--- src/rtl/serial_add_pkg.sv ---
// rtl/serial_add_pkg.sv - shared types and constants for the bit-serial add scheduler
//
// Purpose: sequencer state encoding, requester id type and arbiter reset value,
//          imported by serial_add_sched.
package serial_add_pkg;

  typedef enum logic [1:0] {
    IDLE,
    RUN,
    DONE
  } state_t;

  typedef logic req_id_t;

  // last_grant resets to requester 1 so requester 0 wins the first contention
  localparam req_id_t LAST_GRANT_RST = 1'b1;

endpackage

--- src/rtl/serial_addbit.sv ---
// rtl/serial_addbit.sv - combinational 1-bit full adder cell
//
// Purpose: the single shared adder resource that the scheduler time-multiplexes.
// Ports:
//   a, b  in  1  operand bits
//   ci    in  1  carry in
//   sum   out 1  a ^ b ^ ci
//   co    out 1  majority(a, b, ci)
module serial_addbit (
  input  logic a,
  input  logic b,
  input  logic ci,
  output logic sum,
  output logic co
);

  assign sum = a ^ b ^ ci;
  assign co  = (a & b) | (a & ci) | (b & ci);

endmodule

--- src/rtl/serial_add_sched.sv ---
// rtl/serial_add_sched.sv - round-robin scheduler for a shared bit-serial adder
//
// Purpose: accepts WIDTH-bit add requests from two requesters, arbitrates
//          round-robin, adds LSB first through one serial_addbit cell (one bit
//          per clock) and presents {rsp_co, rsp_sum} = A + B + ci with the
//          owning requester id.
// Optional build macro: SERIAL_ADD_OVF_EN adds output rsp_ovf (signed overflow).
// Ports:
//   clk, rst                 clock, synchronous active-high reset
//   reqN_valid / reqN_ready  request handshake, ready only in IDLE for the grantee
//   reqN_a, reqN_b, reqN_ci  operands and carry-in of requester N
//   rsp_valid / rsp_ready    response handshake
//   rsp_sum, rsp_co, rsp_id  result, carry-out, owning requester
//   rsp_ovf                  signed overflow (SERIAL_ADD_OVF_EN only)
module serial_add_sched
  import serial_add_pkg::*;
#(
  parameter int WIDTH = 8
) (
  input  logic             clk,
  input  logic             rst,
  input  logic             req0_valid,
  output logic             req0_ready,
  input  logic [WIDTH-1:0] req0_a,
  input  logic [WIDTH-1:0] req0_b,
  input  logic             req0_ci,
  input  logic             req1_valid,
  output logic             req1_ready,
  input  logic [WIDTH-1:0] req1_a,
  input  logic [WIDTH-1:0] req1_b,
  input  logic             req1_ci,
  output logic             rsp_valid,
  input  logic             rsp_ready,
  output logic [WIDTH-1:0] rsp_sum,
  output logic             rsp_co,
  output logic             rsp_id
`ifdef SERIAL_ADD_OVF_EN
  ,
  output logic             rsp_ovf
`endif
);

  localparam int CW = $clog2(WIDTH) + 1;
  localparam logic [CW-1:0] LAST_BIT = CW'(WIDTH - 1);

  state_t           state;
  logic [CW-1:0]    cnt;
  logic [WIDTH-1:0] a_sh;
  logic [WIDTH-1:0] b_sh;
  logic [WIDTH-1:0] sum_r;
  logic [WIDTH-1:0] sum_shift;
  logic             carry;
  req_id_t          id_r;
  req_id_t          last_grant;
  logic             idle;
  logic             cell_sum;
  logic             cell_co;
`ifdef SERIAL_ADD_OVF_EN
  logic             ovf_r;
`endif

  // Ready is suppressed while rst is high so nothing looks accepted during reset.
  assign idle       = (state == IDLE) && !rst;
  assign req0_ready = idle && req0_valid && (!req1_valid || last_grant);
  assign req1_ready = idle && req1_valid && (!req0_valid || !last_grant);

  // Operands shift right so the cell always sees bit 0; this avoids a
  // variable bit-select and works unchanged for WIDTH == 1.
  serial_addbit u_addbit (
    .a   (a_sh[0]),
    .b   (b_sh[0]),
    .ci  (carry),
    .sum (cell_sum),
    .co  (cell_co)
  );

  // New sum bit enters at the MSB; after WIDTH shifts the LSB has reached bit 0.
  always_comb begin
    sum_shift            = sum_r >> 1;
    sum_shift[WIDTH-1]   = cell_sum;
  end

  always_ff @(posedge clk) begin
    if (rst) begin
      state      <= IDLE;
      cnt        <= '0;
      a_sh       <= '0;
      b_sh       <= '0;
      sum_r      <= '0;
      carry      <= 1'b0;
      id_r       <= 1'b0;
      last_grant <= LAST_GRANT_RST;
`ifdef SERIAL_ADD_OVF_EN
      ovf_r      <= 1'b0;
`endif
    end else begin
      case (state)
        IDLE: begin
          if (req0_ready) begin
            a_sh       <= req0_a;
            b_sh       <= req0_b;
            carry      <= req0_ci;
            id_r       <= 1'b0;
            last_grant <= 1'b0;
            cnt        <= '0;
            state      <= RUN;
          end else if (req1_ready) begin
            a_sh       <= req1_a;
            b_sh       <= req1_b;
            carry      <= req1_ci;
            id_r       <= 1'b1;
            last_grant <= 1'b1;
            cnt        <= '0;
            state      <= RUN;
          end
        end
        RUN: begin
          sum_r <= sum_shift;
          carry <= cell_co;
          a_sh  <= a_sh >> 1;
          b_sh  <= b_sh >> 1;
          cnt   <= cnt + CW'(1);
          if (cnt == LAST_BIT) begin
            state <= DONE;
`ifdef SERIAL_ADD_OVF_EN
            // carry register holds the carry into the MSB during the last bit
            ovf_r <= carry ^ cell_co;
`endif
          end
        end
        DONE: begin
          if (rsp_ready) state <= IDLE;
        end
        default: state <= IDLE;
      endcase
    end
  end

  // carry stops changing once in DONE, so it is the held carry-out
  assign rsp_valid = (state == DONE);
  assign rsp_sum   = sum_r;
  assign rsp_co    = carry;
  assign rsp_id    = id_r;
`ifdef SERIAL_ADD_OVF_EN
  assign rsp_ovf   = ovf_r;
`endif

endmodule

--- config.mk ---
export PLATFORM = sky130hd
export DESIGN_NAME = serial_add_sched
export DESIGN_NICKNAME = d
export VERILOG_FILES = /design/src/rtl/serial_add_pkg.sv /design/src/rtl/serial_addbit.sv /design/src/rtl/serial_add_sched.sv
export SDC_FILE = /design/constraint.sdc
export NUM_CORES = 1
export LEC_CHECK = 0
export BUFFER_PORTS_ARGS = -buffer_cell sky130_fd_sc_hd__buf_4
export CAP_MARGIN = 20
export CORE_ASPECT_RATIO = 0.75
export CORE_MARGIN = 2
export CORE_UTILIZATION = 30
export DETAILED_ROUTE_END_ITERATION = 6
export GPL_TIMING_DRIVEN = 1
export PLACE_DENSITY_LB_ADDON = 0.05
export SYNTH_ARGS = -nofsm -noshare
export SYNTH_HDL_FRONTEND = slang
export SYNTH_SLANG_ARGS = --single-unit
--- constraint.sdc ---
create_clock -name clk -period 4.05 [get_ports clk]
set_clock_uncertainty 0.15 [all_clocks]
set_input_delay 0 -clock clk [delete_from_list [all_inputs] [get_ports clk]]
set_output_delay 0 -clock clk [all_outputs]
set_load 0.01 [all_outputs]
==> results.cfg <==
[outcome]
status = completed

[synthesis]
synth_top_family_by_area = compound AO/OA/AOI/OAI gates
post_synth_mux_area_share_pct = 10.53
post_syn_area_um2 = 1520
post_synth_num_cell_types = 32
synth_top_flop_cell = dfxtp_1
synth-edff-count = 0
yosys.area_share.xor_xnor_pct = 0
synth_seq_area_share_pct = 43.46
synth_simple_gate_area_share_pct = 16.87
synth_nets = 208
yosys_warnings = 0
syn_area_per_cell_um2 = 9.103
synthesis_stage_register_bit_count = 33
synth_area_in_compound_gates_pct = 20.49
asyncSetResetFlopFracSynth_pct = 0
synth_adder_area_share_pct = 2.140
synthCells = 167

[placed_design]
gp_congestion = 0.7004
io_buffer_count = 51
detailed_place_hpwl_um = 2504

[pwr]
sw_share_pct = 24.61
p_leak_nw = 1.057
power.share.combinational_pct = 19.1
power_density_nw_per_um2 = 326.1
cellInternalPower_w = 0.0005868
switching_power_w = 0.0001915
share_of_total_power_in_the_clock_network_pct = 34.4
vdd_drop_max_uv = 144.1
seqPwrFrac_pct = 46.5
fin_total_pwr_w = 0.0007784

[layout]
antennaDiodeCount = 0
post_route_cells_drive_above_1_share_pct = 25.30
area_growth_syn_to_layout_pct = 57.04
share_of_the_core_filled_with_cells_pct = 48.72
fin_nets = 293

[grt]
globalRoute.totalOverflow = 0
track_usage_pct = 14.51
antenna_found_initial = 0
first_global_vias = 1507
grt_first_pass_wirelength_um = 6430
grt_max_degree = 31

[drt]
routed-via-count = 1513
wire_length_per_cell_um = 12.11
dr.first_iter.drc_count = 57
detail_route.drc_violations = 0
route.detailed.vias_per_inst = 4.834
detail_route.first_pass.iterations = 4
postRouteAntennaNets = 0
finalWirelength_um = 3790

[clock_network]
cts.root.buffer_cell = clkbuf_8
cts.path.max_buffers = 2
clock_sinks = 33
clk_latency_ns = 0.28
clock_tree_from_tritoncts = built
cts_made_buffers = 5
h-tree-depth = 2
postCtsResizedCells = 0
register_clock_pin_slew_on_the_reported_worst_setup_and_hold_paths_ns = 0.07

[floorplan]
design.die.area_um2 = 5659
die_h_um = 65.65
top_level_ports = 52
dieWidth_um = 86.20
floorplan.initialDensity_pct = 31.03
num_rows = 22
floorplan.core_area_um2 = 4900

[critical_path]
critPathCaptureType = register
timing.setup.critical_path_class = in2reg
critical_path.startpoint_type = primary input
endpoint_arrival_time_on_the_critical_path_ns = 2.55
cp.required_ns = 4.02
worst-path-max-fanout = 30

[sta]
tightest_slew_ns = 0.7316
final-max-slew-violation-count = 0
report.final.hold_viol_count = 0
layout_worst_path_cycle_share_pct = 63.51
maxSlewHeadroom_pct = 51.11
rsz_0062_raised_after_global_routing = false
timing.setup.tns_ns = 0
fmax_mhz = 388.8
min_period_ns = 2.572
report.final.setup_viol = 0

[flow_run]
maxCapViolCount = 0

[min_path]
worstHoldPathType = in2reg
[metal layers]
metal	vias to the layer above	part of all wire [%]	track usage (%)
li1	771	-	-
met1	701	48	17.52
met2	37	46	24.42
met3	4	5.5	4.146
met4	0	1.2	5.859
met5	-	0	0
[cell usage after synthesis, drive strengths merged, types with 3 or more instances]
library cell | instances | share of area (%)
a21oi | 17 | 5.6
a22oi | 9 | 4.4
buf | 7 | 3.8
clkbuf | 4 | 0.99
dfxtp | 33 | 43
inv | 7 | 1.7
mux2i | 16 | 11
nand2 | 27 | 6.7
nand2b | 3 | 1.2
nand3 | 3 | 1.3
nor2 | 5 | 1.2
nor3 | 3 | 1.7
o21ai | 3 | 0.99
o221ai | 6 | 3.5
o22ai | 9 | 3.7
[worst max-delay path, cell delays in order]
cell,delay (ns)
dlygate4sd3_1,0.54
buf_4,0.24
nor3_4,0.22
nand3_2,0.52
mux2i_1,0.34
dlygate4sd3_1,0.58
o221ai_1,0.11
[through the flow]
step	hold slack [ns]	setup slack, ns	std cells	cell area, um^2
floorplan	-0.01647	2.557	167	1520
global placement	0.09785	2.071	267	1906
detailed placement	0.1064	1.986	267	1906
CTS	0.08426	1.443	313	2387
global route	0.1170	1.301	313	2387
finish	0.09509	1.478	313	2387
[layout by cell type, fill, tap and decap left out, drive strengths merged, types with 2 or more instances in the layout]
| master | synthesis | layout |
|---|---|---|
| a22oi | 9 | 9 |
| dlygate4sd3 | 0 | 38 |
| or2 | 2 | 2 |
| nand3 | 3 | 3 |
| mux2i | 16 | 16 |
| nor3 | 3 | 3 |
| nor2 | 5 | 5 |
| and2b | 2 | 2 |
| dfxtp | 33 | 33 |
| o22ai | 9 | 9 |
| clkbuf | 4 | 7 |
| inv | 7 | 7 |
| o21ai | 3 | 3 |
| nand2b | 3 | 3 |
| buf | 7 | 51 |
| a21oi | 17 | 17 |
| o221ai | 6 | 6 |
| nand2 | 27 | 27 |
[repair_timing]
action,CTS,global route
hold endpoints to repair,29,0
buffers inserted,0,0
hold buffers,38,0
[cell type report]
cell class / count / area [um^2]
clock buffer: 7 / 96.34
clock inverter: 1 / 5.005
fill: 479 / 2512
inverter: 7 / 26.28
multi-input combinational: 116 / 760.7
sequential: 33 / 660.6
tap: 60 / 75.07
timing repair buffer: 89 / 763.2
[power groups by stage]
stage          Combinational [W]  Clock, W  Sequential (W)
5_1_grt                 0.000164  0.000289        0.000365
3_3_place_gp            0.000112         0        0.000369
3_5_place_dp            0.000115         0        0.000369
2_1_floorplan          0.0000727         0        0.000364
4_1_cts                 0.000150  0.000278        0.000362
6_report                0.000148  0.000268        0.000362
[flip-flops by register name (all words and copies together), names as in the netlist]
name        cells
a_sh            8
b_sh            8
cnt             4
last_grant      1
rsp_co          1
rsp_id          1
rsp_sum         8
state           2
[cells by family after synthesis]
family | Yosys count
adders and majority gates | 2
and+or+nand+nor | 51
buffers and inverters | 18
muxes | 16
DFF | 33
AOI/OAI and AO/OA | 47
[worst paths after layout]
kind | startpoint | end | slack [ns] | cells after the start
max reg2reg | state[0]$_SDFFE_PP0P_ | a_sh[0]$_SDFFE_PP0P_ | 1.52 | 5
min reg2reg | rsp_sum[5]$_SDFFE_PP0N_ | rsp_sum[4]$_SDFFE_PP0N_ | 0.32 | 2
max | rst | a_sh[0]$_SDFFE_PP0P_ | 1.48 | 7
min | req0_valid | rsp_id$_SDFFE_PP0P_ | 0.1 | 5
Note: power is estimated with default switching activity, not from simulation.
